$ cat src/rtl/square_accum_pkg.sv
// rtl/square_accum_pkg.sv - shared types and width helpers for the square accumulation scheduler
package square_accum_pkg;

    // Widest channel index the scheduler supports (NCHAN up to 16).
    localparam int CHW_MAX = 4;

    // Tag travelling alongside each square through the squarer latency.
    typedef struct packed {
        logic               vld;
        logic [CHW_MAX-1:0] chan;
    } tag_t;

    // Result register occupancy.
    typedef enum logic {
        OUT_EMPTY = 1'b0,
        OUT_FULL  = 1'b1
    } out_state_t;

    // A square of an 8-bit signed value needs 15 bits; NSAMP of them add log2(NSAMP).
    function automatic int acc_bits(input int nsamp);
        return 15 + $clog2(nsamp);
    endfunction

endpackage

$ cat src/rtl/signed_8b_square.sv
// rtl/signed_8b_square.sv - pipelined square of a signed 8-bit value, LATENCY clocks in_i to out_o
module signed_8b_square #(
    parameter int LATENCY = 2
) (
    input  logic              clk_i,
    input  logic signed [7:0] in_i,
    output logic [14:0]       out_o
);

    logic [7:0]  mag;
    logic [14:0] mag_ext;
    logic [14:0] pipe [LATENCY];

    // Magnitude of -128 is 128, which is still representable unsigned in 8 bits.
    assign mag     = in_i[7] ? 8'(-in_i) : in_i;
    assign mag_ext = {7'b0, mag};

    // Square in the first stage, then delay to the requested latency.
    always_ff @(posedge clk_i) begin
        pipe[0] <= mag_ext * mag_ext;
        for (int i = 1; i < LATENCY; i++) begin
            pipe[i] <= pipe[i-1];
        end
    end

    assign out_o = pipe[LATENCY-1];

endmodule

$ cat src/rtl/square_accum_sched_rr_arb.sv
// rtl/square_accum_sched_rr_arb.sv - N-way round-robin arbiter with one-hot grant and index
module rr_arb #(
    parameter  int N  = 4,
    localparam int IW = $clog2(N)
) (
    input  logic          clk,
    input  logic          rst,
    input  logic [N-1:0]  req,
    input  logic          advance,
    output logic [N-1:0]  grant,
    output logic [IW-1:0] grant_idx
);

    logic [IW-1:0] ptr;

    // Scan requests starting from the priority pointer; first hit wins.
    always_comb begin
        int            idx;
        logic          found;
        logic [IW-1:0] sel;
        grant     = '0;
        grant_idx = '0;
        found     = 1'b0;
        idx       = 0;
        sel       = '0;
        for (int i = 0; i < N; i++) begin
            idx = int'(ptr) + i;
            if (idx >= N) begin
                idx = idx - N;
            end
            sel = IW'(idx);
            if (!found && req[sel]) begin
                grant[sel] = 1'b1;
                grant_idx  = sel;
                found      = 1'b1;
            end
        end
    end

    // Priority moves to the channel after the one just granted.
    always_ff @(posedge clk) begin
        if (rst) begin
            ptr <= '0;
        end else if (advance && |req) begin
            ptr <= (int'(grant_idx) == N - 1) ? '0 : grant_idx + 1'b1;
        end
    end

endmodule

$ cat src/rtl/square_accum_sched.sv
// rtl/square_accum_sched.sv - shares one squarer among NCHAN streams, emits per-channel power sums (option: SQUARE_ACCUM_CHECK_EN)
module square_accum_sched
    import square_accum_pkg::*;
#(
    parameter  int NCHAN      = 4,
    parameter  int NSAMP      = 16,
    parameter  int SQ_LATENCY = 2,
    localparam int ACC_BITS   = acc_bits(NSAMP),
    localparam int CHW        = $clog2(NCHAN)
) (
    input  logic                 clk_i,
    input  logic                 rst_i,
    input  logic [8*NCHAN-1:0]   dat_i,
    input  logic [NCHAN-1:0]     valid_i,
    output logic [NCHAN-1:0]     ready_o,
    output logic [ACC_BITS-1:0]  pwr_o,
    output logic [CHW-1:0]       pwr_chan_o,
    output logic                 pwr_valid_o,
    input  logic                 pwr_ready_i
`ifdef SQUARE_ACCUM_CHECK_EN
    ,
    output logic                 err_o
`endif
);

    localparam int CW = $clog2(NSAMP) + 1;

    logic [NCHAN-1:0]    elig;
    logic [NCHAN-1:0]    issue_gnt;
    logic [CHW-1:0]      issue_idx;
    logic [NCHAN-1:0]    done_q;
    logic [NCHAN-1:0]    pick_gnt;
    logic [CHW-1:0]      pick_idx;
    logic                load;
    logic [CW-1:0]       issue_cnt [NCHAN];
    logic [CW-1:0]       cmp_cnt   [NCHAN];
    logic [ACC_BITS-1:0] acc       [NCHAN];
    tag_t                tag_q     [SQ_LATENCY];
    tag_t                tag_exit;
    logic [7:0]          sq_in;
    logic [14:0]         sq_out;
    out_state_t          out_state;

    // A channel may issue while it has window space and no finished sum waiting.
    always_comb begin
        elig = '0;
        for (int n = 0; n < NCHAN; n++) begin
            elig[n] = ~rst_i & valid_i[n] & (issue_cnt[n] < CW'(NSAMP)) & ~done_q[n];
        end
    end

    rr_arb #(.N(NCHAN)) u_issue_arb (
        .clk       (clk_i),
        .rst       (rst_i),
        .req       (elig),
        .advance   (1'b1),
        .grant     (issue_gnt),
        .grant_idx (issue_idx)
    );

    assign ready_o = issue_gnt;

    // Route the granted channel's sample into the squarer this cycle.
    always_comb begin
        sq_in = '0;
        for (int n = 0; n < NCHAN; n++) begin
            if (issue_gnt[n]) begin
                sq_in = dat_i[8*n +: 8];
            end
        end
    end

    signed_8b_square #(.LATENCY(SQ_LATENCY)) u_square (
        .clk_i (clk_i),
        .in_i  (sq_in),
        .out_o (sq_out)
    );

    // Tag shift register matches the squarer latency so out_o knows its owner.
    always_ff @(posedge clk_i) begin
        if (rst_i) begin
            for (int i = 0; i < SQ_LATENCY; i++) begin
                tag_q[i] <= '0;
            end
        end else begin
            tag_q[0] <= '{vld: |issue_gnt, chan: CHW_MAX'(issue_idx)};
            for (int i = 1; i < SQ_LATENCY; i++) begin
                tag_q[i] <= tag_q[i-1];
            end
        end
    end

    assign tag_exit = tag_q[SQ_LATENCY-1];

    // Output may take a new sum when empty or when the current one is being accepted.
    assign load = (|done_q) & ((out_state == OUT_EMPTY) | pwr_ready_i);

    rr_arb #(.N(NCHAN)) u_pick_arb (
        .clk       (clk_i),
        .rst       (rst_i),
        .req       (done_q),
        .advance   (load),
        .grant     (pick_gnt),
        .grant_idx (pick_idx)
    );

    // Per-channel issue count, accumulation and completion; a load frees the channel.
    always_ff @(posedge clk_i) begin
        if (rst_i) begin
            done_q <= '0;
            for (int n = 0; n < NCHAN; n++) begin
                issue_cnt[n] <= '0;
                cmp_cnt[n]   <= '0;
                acc[n]       <= '0;
            end
        end else begin
            for (int n = 0; n < NCHAN; n++) begin
                if (issue_gnt[n]) begin
                    issue_cnt[n] <= issue_cnt[n] + 1'b1;
                end
                if (tag_exit.vld && tag_exit.chan == CHW_MAX'(n)) begin
                    acc[n]     <= acc[n] + ACC_BITS'(sq_out);
                    cmp_cnt[n] <= cmp_cnt[n] + 1'b1;
                    if (cmp_cnt[n] == CW'(NSAMP - 1)) begin
                        done_q[n] <= 1'b1;
                    end
                end
                if (load && pick_gnt[n]) begin
                    issue_cnt[n] <= '0;
                    cmp_cnt[n]   <= '0;
                    acc[n]       <= '0;
                    done_q[n]    <= 1'b0;
                end
            end
        end
    end

    // Result register: EMPTY/FULL with same-cycle reload on accept.
    always_ff @(posedge clk_i) begin
        if (rst_i) begin
            out_state   <= OUT_EMPTY;
            pwr_valid_o <= 1'b0;
            pwr_o       <= '0;
            pwr_chan_o  <= '0;
        end else if (load) begin
            out_state   <= OUT_FULL;
            pwr_valid_o <= 1'b1;
            pwr_o       <= acc[pick_idx];
            pwr_chan_o  <= pick_idx;
        end else if (out_state == OUT_FULL && pwr_ready_i) begin
            out_state   <= OUT_EMPTY;
            pwr_valid_o <= 1'b0;
        end
    end

`ifdef SQUARE_ACCUM_CHECK_EN
    logic [7:0]         smp_q [SQ_LATENCY];
    logic signed [15:0] smp_ext;
    logic signed [15:0] ref_sq;

    assign smp_ext = {{8{smp_q[SQ_LATENCY-1][7]}}, smp_q[SQ_LATENCY-1]};
    assign ref_sq  = smp_ext * smp_ext;

    // Issued samples ride alongside the tags so each square can be re-derived.
    always_ff @(posedge clk_i) begin
        smp_q[0] <= sq_in;
        for (int i = 1; i < SQ_LATENCY; i++) begin
            smp_q[i] <= smp_q[i-1];
        end
    end

    // Sticky flag on any squarer result that disagrees with the reference.
    always_ff @(posedge clk_i) begin
        if (rst_i) begin
            err_o <= 1'b0;
        end else if (tag_exit.vld && (ref_sq != {1'b0, sq_out})) begin
            err_o <= 1'b1;
        end
    end
`endif

endmodule

$ cat config.mk
export PLATFORM = sky130hd
export DESIGN_NAME = square_accum_sched
export DESIGN_NICKNAME = d
export VERILOG_FILES = /design/src/rtl/square_accum_pkg.sv /design/src/rtl/signed_8b_square.sv /design/src/rtl/square_accum_sched_rr_arb.sv /design/src/rtl/square_accum_sched.sv
export SDC_FILE = /design/constraint.sdc
export NUM_CORES = 1
export LEC_CHECK = 0
export BUFFER_PORTS_ARGS = -buffer_cell sky130_fd_sc_hd__buf_4
export CORE_UTILIZATION = 36
export DETAILED_ROUTE_END_ITERATION = 16
export GPL_TIMING_DRIVEN = 0
export SYNTH_ARGS = -nofsm -noshare
export SYNTH_HDL_FRONTEND = slang
export SYNTH_SLANG_ARGS = --single-unit
$ cat constraint.sdc
create_clock -name clk_i -period 11.4 [get_ports clk_i]
set_input_delay 2.28 -clock clk_i [delete_from_list [all_inputs] [get_ports clk_i]]
set_output_delay 2.28 -clock clk_i [all_outputs]
set_load 0.01 [all_outputs]
==> flow_metrics.tcl <==
set metrics [dict create \
    status "finished clean" \
    syn2layout_area_growth_pct 13.2 \
    routedWlPerCell_um 16.2 \
    yosysWarnings 0 \
    rsz0062_at_grt "no" \
    yosysTopAreaCellShare_pct 27.9 \
    reg2reg_setup_slack_ns 2.68 \
    relSlewSlack_pct 25.6 \
    viasPerCell 5.30 \
    cts_tree "yes" \
    postCtsHoldBufs 0 \
    remaining_drc_errors 0 \
    place_area_sq_um 13600 \
    clockBufferDepth 2 \
    period_share_pct 88.5 \
    period_needed_ns 10.09 \
    cts_root_buffer "clkbuf_16" \
    port_buffers 64 \
    tightest_slew_ns 1.11 \
    finalClockSkew_ns 0.0145 \
    fp.dieH_um 188 \
    cts_made_buffers 17 \
    fmax_mhz 99.1 \
    ys_seq_area_share_pct 38.1 \
    hold_viol 0 \
    first_pass_iters 5 \
    syn_avg_cell_area_sq_um 9.79 \
    ys.flop_type "edfxtp_1" \
    fin_nets 1542 \
    drt_iter0_markers 536 \
    cts.clk_slew.worst_paths_ns 0.07 \
    cpPeakStageDelay_ns 0.60 \
    die_area_sq_um 35500 \
    cp_max_fo 10 \
    post_cts_buffers 0 \
    rows 67 \
    antenna_left 0 \
    ys_ff_latch 180 \
    crit_arrival_ns 10.40 \
    cpMaxStageDelayCell "a211oi_4" \
    synth_top_area_cell "edfxtp_1" \
    cpMostUsedCell "a21oi_1" \
    grt_max_degree 25 \
    crit_path_end_kind "flop" \
    cts_sinks 180 \
    htreeDepth 4 \
    drive_gt1_share_pct 11.0 \
    initial_core_util_pct 36.9 \
    cts_resized 0 \
    slew_viol_final 0 \
    grt_use_total_pct 17.1 \
    gp_congestion 0.874 \
    cp-start-kind "input port" \
    grt_pass1_wl_mm 48.1 \
    core_sq_um 33900 \
    fill_cells 3346 \
    critPathKind "input port to flop" \
    hpwl_mm 23.2 \
    fin_area_sq_um 14200 \
    required_ns 11.70 \
    syn_inst 1277 \
    synth_area_leaders "edfxtp_1 (28%), ha_1 (12%), dfxtp_1 (10%), nor2_1 (5.0%), xnor2_1 (3.9%)" \
    synth_area_sq_um 12500 \
    yosysUniqueCellTypes 74 \
    n_antenna_cell 0 \
    min_path_type "flop to flop" \
    wl_mm 29.6 \
    yosysMostFrequentCell "nor2_1" \
    io_pins 65 \
    overflow 0 \
    clkLatencyLatePin_ns 0.44 \
    drv_cap 0 \
    synth-edff-count 116 \
    finalSetupViolations 0 \
    synth_commonest_cells "nor2_1 (165), ha_1 (117), edfxtp_1 (116)" \
    async_flop_share_pct 0 \
    tns_ns 0 \
    first_global_vias 9238 \
    vias 9663 \
    die-width_um 188 \
    antenna_found_initial 0 \
]
-- path summary, 6_finish.rpt --
check                                         start                   end  depth (start not counted)
worst max-delay path                          rst_i  u_square.pipe[0][14]                         34
worst min-delay path            u_square.pipe[0][4]  u_square.pipe[0][19]                          0
worst max register to register   u_issue_arb.ptr[0]  u_square.pipe[0][14]                         37
worst min register to register  u_square.pipe[0][4]  u_square.pipe[0][19]                          0
-- placed cells by master, fill, tap and decap left out, types with 5 or more instances in the layout --
cell type,Yosys,routed
nor2_1,165,165
ha_1,117,117
edfxtp_1,116,116
a21oi_1,95,95
inv_1,79,79
nand2_1,68,68
buf_4,1,65
dfxtp_1,64,64
xnor2_1,56,56
a211oi_1,41,41
xor2_1,41,41
nand3_1,38,38
nor3_1,34,34
clkbuf_1,31,33
nor2b_1,25,25
o21bai_1,24,24
fa_1,23,23
and3_1,22,22
o21ai_0,22,21
mux2i_1,20,20
clkbuf_16,0,19
a21o_1,17,17
or3_1,15,15
and2_1,10,10
mux4_2,8,8
nand2b_1,8,8
a41oi_1,8,8
o2111ai_1,8,8
buf_2,7,7
o211ai_1,7,7
a31oi_1,6,6
nor3b_1,6,6
nand4_1,6,6
buf_6,5,5
a211oi_2,5,5
nor4_1,5,5
-- metrics by stage --
| stage | cells | utilization, % | worst slack, ns | hold slack (ns) |
|---|---|---|---|---|
| after floorplan | 1279 | - | 1.96 | 0.310 |
| after global placement | 1791 | 40.0 | 0.826 | 0.311 |
| after detailed placement | 1792 | 40.1 | 0.812 | 0.312 |
| after CTS | 1824 | 41.8 | 1.26 | 0.326 |
| after global routing | 1824 | 41.8 | 0.655 | 0.333 |
| final | 1824 | 41.8 | 1.31 | 0.324 |
-- cells by family after synthesis --
family                     count (synthesis)  share of synthesized area [%]
xor gates and xnor gates                  97                           6.79
and+or+nand+nor                          419                           16.5
buffers and inverters                    130                           4.30
other                                      2                         0.0601
muxes                                     28                           3.04
DFF                                      180                           38.1
AOI/OAI and AO/OA                        281                           15.8
adders and majority gates                140                           15.4
-- layout make-up --
cell class	instances	area, sq um	share of cell area (%)
Buffer	46	223	1.57
Multi-Input combinational cell	969	7210	51.0
Inverter	84	315	2.23
Sequential cell	180	4760	33.7
Timing Repair Buffer	65	495	3.50
Clock buffer	22	497	3.51
Tap cell	448	561	3.96
Clock inverter	10	82.6	0.584
-- critical path: cells and delay by family --
family	cells	cell delay, ns
AOI/OAI and AO/OA	12	2.74
adders and majority gates	6	2.30
and+or+nand+nor	5	1.25
buffers and inverters	8	1.20
muxes	1	0.33
xor gates and xnor gates	2	0.28
-- routing by layer --
layer	part of all wire [%]	wire, um	vias up	GRT usage [%]
met5	0	0	-	0
met2	45	13400	226	27.0
met3	4.2	1240	17	2.33
met1	50	14700	4625	24.5
li1	-	-	4795	-
met4	1.2	349	0	4.16
-- registers in the layout (all words and copies together) (netlist names) --
signal / flops
pwr_o: 19
tag_q: 6
done_q: 4
acc: 76
out_state: 1
cmp_cnt: 20
u_square.pipe: 28
pwr_chan_o: 2
u_pick_arb.ptr: 2
u_issue_arb.ptr: 2
issue_cnt: 20
Power is left out: the tool's default activity adds up to more than one toggle a clock period on the data nets, which glitch-free logic cannot reach.
